[src/rtl/spi_master_ctrl_if.sv]
// Host-side command/response channels and SPI pins of the SPI master controller.
// cmd and rsp are valid/ready channels: a beat moves on the rising clk_sys edge where valid and ready are both 1; valid and payload hold until then.
interface spi_master_ctrl_if #(
  parameter int NUM_BITS = 8
);
  logic                cmd_valid;
  logic                cmd_ready;
  logic [NUM_BITS-1:0] cmd_data;
  logic                cmd_last;
  logic                rsp_valid;
  logic                rsp_ready;
  logic [NUM_BITS-1:0] rsp_data;
  logic                spi_clk;
  logic                spi_mosi;
  logic                spi_miso;
  logic                spi_cs_n;
  logic                busy;

  // Host / environment side: issues commands, consumes responses, drives miso.
  modport master (
    output cmd_valid, cmd_data, cmd_last, rsp_ready, spi_miso,
    input  cmd_ready, rsp_valid, rsp_data, spi_clk, spi_mosi, spi_cs_n, busy
  );

  // Controller side.
  modport slave (
    input  cmd_valid, cmd_data, cmd_last, rsp_ready, spi_miso,
    output cmd_ready, rsp_valid, rsp_data, spi_clk, spi_mosi, spi_cs_n, busy
  );
endinterface

[src/rtl/spi_master_ctrl.sv]
// Mode-0 SPI master: shifts one NUM_BITS word per command MSB first, returns the sampled word,
// and optionally keeps chip select asserted across commands to build multi-word frames.
module spi_master_ctrl #(
  parameter int CLK_DIV  = 2,
  parameter int NUM_BITS = 8
) (
  input  logic             clk_sys,
  input  logic             rst_sys,
  spi_master_ctrl_if.slave bus,
  output logic [2:0]       dbg_state_o
);

  localparam int CW = $clog2(CLK_DIV + 1);
  localparam int BW = $clog2(NUM_BITS + 1);
  localparam logic [CW-1:0] PH_LAST  = CW'(CLK_DIV - 1);
  localparam logic [BW-1:0] BITS_ALL = BW'(NUM_BITS);
  localparam logic [BW-1:0] BIT_ONE  = BW'(1);

  typedef enum logic [2:0] {
    IDLE     = 3'd0,
    LOW      = 3'd1,
    HIGH     = 3'd2,
    HOLD     = 3'd3,
    WAIT_RSP = 3'd4
  } state_e;

  state_e              state_q;
  logic [CW-1:0]       ph_cnt_q;
  logic [BW-1:0]       bit_cnt_q;
  logic [NUM_BITS-1:0] tx_q;
  logic [NUM_BITS-1:0] rx_q;
  logic                last_q;
  logic                spi_clk_q;
  logic                mosi_q;
  logic                cs_n_q;
  logic                rsp_valid_q;
  logic [NUM_BITS-1:0] rsp_data_q;

  logic [NUM_BITS-1:0] tx_shift_d;
  logic [NUM_BITS-1:0] rx_shift_d;
  logic                phase_end;
  logic                cmd_ready;

  assign phase_end  = (ph_cnt_q == PH_LAST);
  assign tx_shift_d = tx_q << 1;
  assign cmd_ready  = (state_q == IDLE) && !rsp_valid_q;

  always_comb begin
    rx_shift_d    = rx_q << 1;
    rx_shift_d[0] = bus.spi_miso;
  end

  always_ff @(posedge clk_sys or posedge rst_sys) begin
    if (rst_sys) begin
      state_q     <= IDLE;
      ph_cnt_q    <= '0;
      bit_cnt_q   <= '0;
      tx_q        <= '0;
      rx_q        <= '0;
      last_q      <= 1'b0;
      spi_clk_q   <= 1'b0;
      mosi_q      <= 1'b0;
      cs_n_q      <= 1'b1;
      rsp_valid_q <= 1'b0;
      rsp_data_q  <= '0;
    end else begin
      case (state_q)
        IDLE: begin
          // An open frame parks here with cs_n low, clock low and mosi on its last bit.
          if (bus.cmd_valid && cmd_ready) begin
            tx_q      <= bus.cmd_data;
            last_q    <= bus.cmd_last;
            mosi_q    <= bus.cmd_data[NUM_BITS-1];
            cs_n_q    <= 1'b0;
            bit_cnt_q <= BITS_ALL;
            ph_cnt_q  <= '0;
            rx_q      <= '0;
            state_q   <= LOW;
          end
        end

        LOW: begin
          if (phase_end) begin
            ph_cnt_q  <= '0;
            spi_clk_q <= 1'b1;
            rx_q      <= rx_shift_d;
            state_q   <= HIGH;
          end else begin
            ph_cnt_q <= ph_cnt_q + 1'b1;
          end
        end

        HIGH: begin
          if (phase_end) begin
            ph_cnt_q  <= '0;
            spi_clk_q <= 1'b0;
            bit_cnt_q <= bit_cnt_q - 1'b1;
            if (bit_cnt_q == BIT_ONE) begin
              if (last_q) begin
                state_q <= HOLD;
              end else begin
                rsp_valid_q <= 1'b1;
                rsp_data_q  <= rx_q;
                state_q     <= WAIT_RSP;
              end
            end else begin
              tx_q    <= tx_shift_d;
              mosi_q  <= tx_shift_d[NUM_BITS-1];
              state_q <= LOW;
            end
          end else begin
            ph_cnt_q <= ph_cnt_q + 1'b1;
          end
        end

        HOLD: begin
          // Gives the slave one extra half-period of select after the final falling edge.
          if (phase_end) begin
            ph_cnt_q    <= '0;
            cs_n_q      <= 1'b1;
            rsp_valid_q <= 1'b1;
            rsp_data_q  <= rx_q;
            state_q     <= WAIT_RSP;
          end else begin
            ph_cnt_q <= ph_cnt_q + 1'b1;
          end
        end

        WAIT_RSP: begin
          if (bus.rsp_ready) begin
            rsp_valid_q <= 1'b0;
            state_q     <= IDLE;
          end
        end

        default: state_q <= IDLE;
      endcase
    end
  end

  assign bus.cmd_ready = cmd_ready;
  assign bus.rsp_valid = rsp_valid_q;
  assign bus.rsp_data  = rsp_data_q;
  assign bus.spi_clk   = spi_clk_q;
  assign bus.spi_mosi  = mosi_q;
  assign bus.spi_cs_n  = cs_n_q;
  assign bus.busy      = (state_q != IDLE);
  assign dbg_state_o   = state_q;

endmodule

[src/flat_wrapper.sv]
// flat-port wrapper written by rule: the top's interface ports become plain ports
module spi_master_ctrl_flat 
#(
  parameter int CLK_DIV  = 2,
  parameter int NUM_BITS = 8
)
  (clk_sys, rst_sys, dbg_state_o, bus_cmd_valid, bus_cmd_data, bus_cmd_last, bus_rsp_ready, bus_spi_miso, bus_cmd_ready, bus_rsp_valid, bus_rsp_data, bus_spi_clk, bus_spi_mosi, bus_spi_cs_n, bus_busy);
  spi_master_ctrl_if #(.NUM_BITS(NUM_BITS)) bus_i ();
  input  logic clk_sys;
  input  logic rst_sys;
  output logic [2:0] dbg_state_o;
  input wire logic [$bits(bus_i.cmd_valid)-1:0] bus_cmd_valid;
  input wire logic [$bits(bus_i.cmd_data)-1:0] bus_cmd_data;
  input wire logic [$bits(bus_i.cmd_last)-1:0] bus_cmd_last;
  input wire logic [$bits(bus_i.rsp_ready)-1:0] bus_rsp_ready;
  input wire logic [$bits(bus_i.spi_miso)-1:0] bus_spi_miso;
  output wire logic [$bits(bus_i.cmd_ready)-1:0] bus_cmd_ready;
  output wire logic [$bits(bus_i.rsp_valid)-1:0] bus_rsp_valid;
  output wire logic [$bits(bus_i.rsp_data)-1:0] bus_rsp_data;
  output wire logic [$bits(bus_i.spi_clk)-1:0] bus_spi_clk;
  output wire logic [$bits(bus_i.spi_mosi)-1:0] bus_spi_mosi;
  output wire logic [$bits(bus_i.spi_cs_n)-1:0] bus_spi_cs_n;
  output wire logic [$bits(bus_i.busy)-1:0] bus_busy;
  assign bus_i.cmd_valid = bus_cmd_valid;
  assign bus_i.cmd_data = bus_cmd_data;
  assign bus_i.cmd_last = bus_cmd_last;
  assign bus_i.rsp_ready = bus_rsp_ready;
  assign bus_i.spi_miso = bus_spi_miso;
  assign bus_cmd_ready = bus_i.cmd_ready;
  assign bus_rsp_valid = bus_i.rsp_valid;
  assign bus_rsp_data = bus_i.rsp_data;
  assign bus_spi_clk = bus_i.spi_clk;
  assign bus_spi_mosi = bus_i.spi_mosi;
  assign bus_spi_cs_n = bus_i.spi_cs_n;
  assign bus_busy = bus_i.busy;
  spi_master_ctrl #(.CLK_DIV(CLK_DIV), .NUM_BITS(NUM_BITS)) u_core (.clk_sys(clk_sys), .rst_sys(rst_sys), .bus(bus_i), .dbg_state_o(dbg_state_o));
endmodule
[config.mk]
export PLATFORM = sky130hd
export DESIGN_NAME = spi_master_ctrl_flat
export DESIGN_NICKNAME = d
export VERILOG_FILES = /design/src/rtl/spi_master_ctrl_if.sv /design/src/rtl/spi_master_ctrl.sv /design/src/flat_wrapper.sv
export SDC_FILE = /design/constraint.sdc
export NUM_CORES = 1
export LEC_CHECK = 0
export ABC_AREA = 1
export ABC_CLOCK_PERIOD_IN_PS = 1400
export CORE_MARGIN = 2
export CORE_UTILIZATION = 48
export DETAILED_ROUTE_END_ITERATION = 7
export GPL_TIMING_DRIVEN = 0
export PLACE_DENSITY = 0.86
export SYNTH_ARGS = -nofsm -noshare
export SYNTH_HDL_FRONTEND = slang
export SYNTH_SLANG_ARGS = --single-unit
[constraint.sdc]
create_clock -name clk_sys -period 1.4 [get_ports clk_sys]
set_input_delay 0.28 -clock clk_sys [delete_from_list [all_inputs] [get_ports clk_sys]]
set_output_delay 0.28 -clock clk_sys [all_outputs]
set_load 0.01 [all_outputs]
# Yosys cells after proc, flatten, opt, wreduce, memory -nomap -nowiden
# Index checks and enable logic that the tools add are counted.
[totals] regBits=37 output_inout_bits=17 word_cells=90
[classes] addsub=2 eq_ne=14 muxes=40 reduce_logical=23
[ops] op="$mux W8" count=6
[ops] op="$pmux W8 S2" count=2
[ops] op="$mux W3" count=7
[ops] op="$mux W7" count=3
[ops] op="$pmux W3 S5" count=1
[ops] op="$pmux W7 S2" count=1
[ops] op="$reduce_and A3 Y1" count=4
[ops] op="$reduce_bool A2 Y1" count=6
[ops] op="$mux W1" count=10
[ops] op="$reduce_and A5 Y1" count=2
[ops] op="$mux W4" count=2
[ops] op="$ne A2 B1 Y1 const B" count=4
[ops] op="$ne A2 B2 Y1 const B" count=4
[ops] op="$pmux W4 S2" count=1
[ops] op="$eq A3 B2 Y1 const B" count=2
[ops] op="$pmux W1 S2" count=3
[ops] op="$reduce_and A6 Y1" count=1
[ops] op="$reduce_bool A3 Y1" count=2
[ops] op="$eq A4 B1 Y1 const B" count=1
[ops] op="$mux W2" count=2
[ops] op="$pmux W2 S2" count=1
[ops] op="$reduce_and A2 Y1" count=2
[ops] op="$reduce_and A4 Y1" count=1
[ops] op="$sub A4 B1 Y4 const B" count=1
[ops] op="9 further kinds" count=10

# Logic depth before layout (Yosys ltp)
[logic_depth] depth_word=5 mapped_depth=9

# Least setup slack after synthesis
# OpenSTA, ideal clock, no wires.
[synth_timing] path_kind="reg-to-reg" start="reg u_core.state_q[1] (netlist: u_core.dbg_state_o[1])" end="reg u_core.tx_q[0]" arrival_time_ns=1.245 t_required_ns=1.283 path_slack_ns=0.038 path_stages_with_launch=8 n_path_buf=1 period_less_slack_ns=1.362 cell_sequence="dfrtp_1 -> nor2_2 -> nand2_4 -> a21oi_2 -> nor2_4 -> buf_6 -> nand3b_1 -> nand2_1"
[synth_via] elab_chain_cells=5 elab_cells_between_ends=10 cone_classes="eq/ne (4); mux (1); reduce/logical (5)"
[synth_lines] item="from (decl)" line_no="spi_master_ctrl.sv:27" rtl="state_e state_q;"
[synth_lines] item="from (signal assigned)" line_no="spi_master_ctrl.sv:55" rtl="state_q <= IDLE;"
[synth_lines] item="from (signal assigned)" line_no="spi_master_ctrl.sv:78" rtl="state_q <= LOW;"
[synth_lines] item="from (signal assigned)" line_no="spi_master_ctrl.sv:87" rtl="state_q <= HIGH;"
[synth_lines] item="$logic_not A3 Y1" line_no="spi_master_ctrl.sv:46, spi_master_ctrl.sv:67"
[synth_lines] item="$logic_and A1 B1 Y1" line_no="spi_master_ctrl.sv:46" rtl="assign cmd_ready = (state_q == IDLE) && !rsp_valid_q;"
[synth_lines] item="$logic_and A1 B1 Y1" line_no="spi_master_ctrl.sv:70" rtl="if (bus.cmd_valid && cmd_ready) begin"
[synth_lines] item="$ne A2 B2 Y1 (no source line)"
[synth_lines] item="$reduce_and A4 Y1 (no source line)"
[synth_lines] item="to (signal assigned)" line_no="spi_master_ctrl.sv:71" rtl="tx_q <= bus.cmd_data;"
[synth_lines] item="to (signal assigned)" line_no="spi_master_ctrl.sv:107" rtl="tx_q <= tx_shift_d;"
[synth_lines] item="to (decl)" line_no="spi_master_ctrl.sv:30" rtl="logic [NUM_BITS-1:0] tx_q;"
# Several ways; a longest one is shown, not always the timed one.
# A chain may end at the register's enable or synchronous reset.

# Worst setup path in the final report
[layout_timing] start="reg u_core.state_q[1] (netlist: u_core.dbg_state_o[1])" end="reg u_core.rsp_data_q[1] (netlist: u_core.bus.rsp_data[1])"
[layout_via] elab_chain_cells=3 elab_cells_between_ends=9 cone_classes="eq/ne (6); mux (1); reduce/logical (2)"
[layout_lines] item="$eq A3 B2 Y1" line_no="spi_master_ctrl.sv:67" rtl="case (state_q)"
[layout_lines] item="$ne A2 B1 Y1 (no source line), or another cell as far along"
[layout_lines] item="$reduce_and A5 Y1 (no source line)"
[layout_lines] item="to (signal assigned)" line_no="spi_master_ctrl.sv:103" rtl="rsp_data_q <= rx_q;"
[layout_lines] item="to (signal assigned)" line_no="spi_master_ctrl.sv:122" rtl="rsp_data_q <= rx_q;"
[layout_lines] item="to (decl)" line_no="spi_master_ctrl.sv:37" rtl="logic [NUM_BITS-1:0] rsp_data_q;"
# Several ways; a longest one is shown, not always the timed one.

==> metrics <==
final number of setup-violating endpoints=37; area added between synthesis and finish=52.2%; worst hold path type=in -> async; power spent charging and discharging nets=roughly 3.3 mW; via count=approximately 2000; Remaining DRCs=0; period utilisation layout=1.13; leakage power figure=roughly 1.5 nW; die area=0.00460 mm2; Reg power frac=0.237; wire length of the first global-routing pass=approximately 8600 um; worst setup slack before clock tree synthesis=-0.280 ns; sum of net half-perimeters after detailed placement=between 2000 and 3000 um; Post-Syn Area=just under 0.002 mm2; Critical Path AT=1.78 ns; residual antenna-violating net count after detailed routing=0; Post-Syn Instances=232; placeable core region=between 0.003 and 0.004 mm2; Power Density=2380 mW/mm2; data required time of the critical path=roughly 1.6 ns; nets in the synthesized netlist=248; Worst setup EP type=flop; part of the power in the clock network=0.136; count of unique library cells instantiated by Yosys=27; vias in the first global route=roughly 1800; average vias per placed instance=approximately 5.7; origin of the critical flop-to-flop path=u_core.dbg_state_o[1]; count of endpoints failing hold in the final timing report=0; number of nets at the end of the flow=320; post-synthesis sequential element count=37; starting density of the core=0.493; Total Neg Setup Slack=-3.44 ns; grt total ovfl=0; number of primary I/O pins=31; Antenna diodes=0; Max rail drop VDD=approximately 0.0015 V; global placement routability congestion=0.838; Worst Hold Slack=0.440 ns; H-tree level count=2; crit path launch=u_core.dbg_state_o[1]; largest driver fanout on the critical path=4; Final Skew=a little over 0.02 ns; TritonCTS clock tree=built; minimum setup slack among reg-to-reg paths=-0.18 ns; number of max-capacitance violations reported=0; proportion of netlist area held by the largest area contributor=0.460; top cells by area in the synthesized netlist=sky130_fd_sc_hd__dfrtp_1, sky130_fd_sc_hd__nand2_1, sky130_fd_sc_hd__o21ai_2, sky130_fd_sc_hd__nand3_1, sky130_fd_sc_hd__nand2_4; DR iter-0 viols=between 150 and 200; Max Buffers Root-to-Sink=2; number of antenna violations at the first check in global routing=0; number of buffers added by the clock tree synthesis step=5; fill cell total of the finished layout=around 230; outcome=complete, but fails checks; Comb power frac=0.627; fmax=634 MHz; Overall Global Routing Usage=0.260; average footprint of a synthesized cell=roughly 8.4 um2; worst setup slack after layout=-0.176 ns; clock net sink count=37; routed wire length per instance=between 15 and 20 um; violated checks=setup timing; Placement Rows=23; max-slew violation count=0; Yosys warning total=0; drt total wl=a little under 7000 um; share of the yosys chip area belonging to registers=0.474; clock edge transition at the registers on the reported setup and hold paths=roughly 0.09 ns; internal portion of total power=between 3 and 4 mW; fraction of final layout cells sized beyond drive strength 1=0.420; later-pin clock latency in the skew report=about 0.31 ns; CTS hold repair buffers=0; critical path launch point type=flop; largest net degree at the start of global routing=20; Die X=67.9 um; post-synthesis cell type with the largest combined area=sky130_fd_sc_hd__dfrtp_1; minimum clock period after layout=roughly 1.6 ns; logic depth of the worst register-to-register path=11; Port Buf Inserts=30; CP Class=reg -> reg; setup repair after global routing missed its margin=true; CTS root buffer=sky130_fd_sc_hd__clkbuf_8; pin slew with the least headroom to its limit=~0.80 ns; Sw Share=0.460; detailed-router iteration count before antenna repair=4; Slew headroom=0.464; die extent in y=between 60 and 70 um; Reg-to-Reg End=u_core.bus.rsp_data[1]; Worst Setup EP=u_core.bus.rsp_data[1]
## kinds of logic after synthesis
kind of cell             Yosys count  synth area share
buffers and inverters             28            0.0722
AO/OA/AOI/OAI                     24            0.0901
flip-flops                        37             0.474
AND/OR/NAND/NOR                  140             0.347
XOR/XNOR                           1           0.00448
adder cells (fa/ha/maj)            2            0.0128
## worst max-delay path, cell delays in order, from the launching register on
cell and delay [ns]:
sky130_fd_sc_hd__dfrtp_2 0.44, sky130_fd_sc_hd__buf_6 0.15, sky130_fd_sc_hd__inv_6 0.08, sky130_fd_sc_hd__nor2_4 0.06, sky130_fd_sc_hd__nand2_4 0.11, sky130_fd_sc_hd__inv_8 0.05, sky130_fd_sc_hd__nand2_8 0.06, sky130_fd_sc_hd__nand3_4 0.11
sky130_fd_sc_hd__buf_12 0.17, sky130_fd_sc_hd__buf_6 0.12, sky130_fd_sc_hd__nand2_2 0.07, sky130_fd_sc_hd__o21ai_2 0.06
## synth_stat cells (all sizes together)
cell type and instances:
ha 2, dfrtp 36, inv 23, nand2 94
buf 4, nor2 20, nand3b 2, dfstp 1
clkinv 1, nand3 24, a21oi 4, o21ai 20
xor2 1
## repair_timing
action	CTS	global route
gates resized for setup	53	49
setup buffers	18	14
endpoints found under the setup margin	47	41
cloned	3	0
pin swaps	9	9
## metrics by stage
step	total power [mW]	cell area (um2)	cells	util
4_1_cts	6.06	2750	342	0.693
3_3_place_gp	4.28	2320	312	0.584
2_1_floorplan	3.59	1960	232	-
3_5_place_dp	4.36	2350	313	0.591
5_1_grt	7.43	2980	355	0.750
6_report	7.10	2980	355	0.750
## power groups by stage
stage               sequential, mW  combinational [mW]  clock, mW
floorplan                     1.68                1.91          0
global placement              1.66                2.62          0
detailed placement            1.67                2.70          0
CTS                           1.62                3.49      0.952
global route                  1.71                4.72      0.998
finish                        1.69                4.45      0.965
## layout by cell type (no fill, tap or decap), types with 6 or more instances in the layout
master / count
sky130_fd_sc_hd__nand2_1: 68
sky130_fd_sc_hd__dfrtp_1: 33
sky130_fd_sc_hd__buf_4: 19
sky130_fd_sc_hd__nand2_2: 17
sky130_fd_sc_hd__inv_1: 16
sky130_fd_sc_hd__nand3_1: 14
sky130_fd_sc_hd__o21ai_2: 14
sky130_fd_sc_hd__clkdlybuf4s50_1: 13
sky130_fd_sc_hd__buf_6: 12
sky130_fd_sc_hd__dlygate4sd2_1: 12
sky130_fd_sc_hd__nor2_1: 9
sky130_fd_sc_hd__nand3_2: 8
sky130_fd_sc_hd__nand2_4: 8
sky130_fd_sc_hd__nor2_4: 6
## worst min path at each step
stage / cells after the start / slack, ns / to / start
2_1_floorplan: 2 / 0.42 / u_core.rx_q[0] / bus_spi_miso
3_3_place_gp: 2 / 0.45 / u_core.tx_q[2] / u_core.tx_q[2]
3_5_place_dp: 2 / 0.46 / u_core.bit_cnt_q[1] / u_core.bit_cnt_q[1]
4_1_cts: 2 / 0.44 / u_core.last_q / rst_sys
5_1_grt: 2 / 0.49 / u_core.bus.spi_cs_n / u_core.bus.spi_cs_n
6_report: 2 / 0.44 / u_core.last_q / rst_sys
## metal layers
metal | share of wire | track usage | vias up | wire length [um]
li1 | - | - | 878 | -
met1 | 0.36 | 0.315 | 990 | 2460
met2 | 0.51 | 0.439 | 110 | 3510
met3 | 0.067 | 0.0461 | 43 | 458
met4 | 0.058 | 0.145 | 0 | 398
met5 | 0 | 0 | - | 0
## state kept, by name, indices dropped and copies added, names as in the netlist
register	flops
u_core.bus.spi_mosi	1
u_core.ph_cnt_q	2
u_core.bit_cnt_q	4
u_core.bus.spi_cs_n	1
u_core.last_q	1
u_core.rx_q	8
u_core.bus.rsp_valid	1
u_core.tx_q	7
u_core.bus.rsp_data	8
u_core.dbg_state_o	3
u_core.bus.spi_clk	1
## cell type report
cell class	count	area [um2]	share of cell area
Multi-Input combinational cell	167	1050	0.351
Sequential cell	37	931	0.312
Timing Repair Buffer	66	673	0.226
Inverter	24	120	0.0403
Clock buffer	5	68.8	0.0231
Tap cell	50	62.6	0.0210
Clock inverter	3	43.8	0.0147
Buffer	3	33.8	0.0113
No activity file was read; power rests on OpenSTA's default activity.
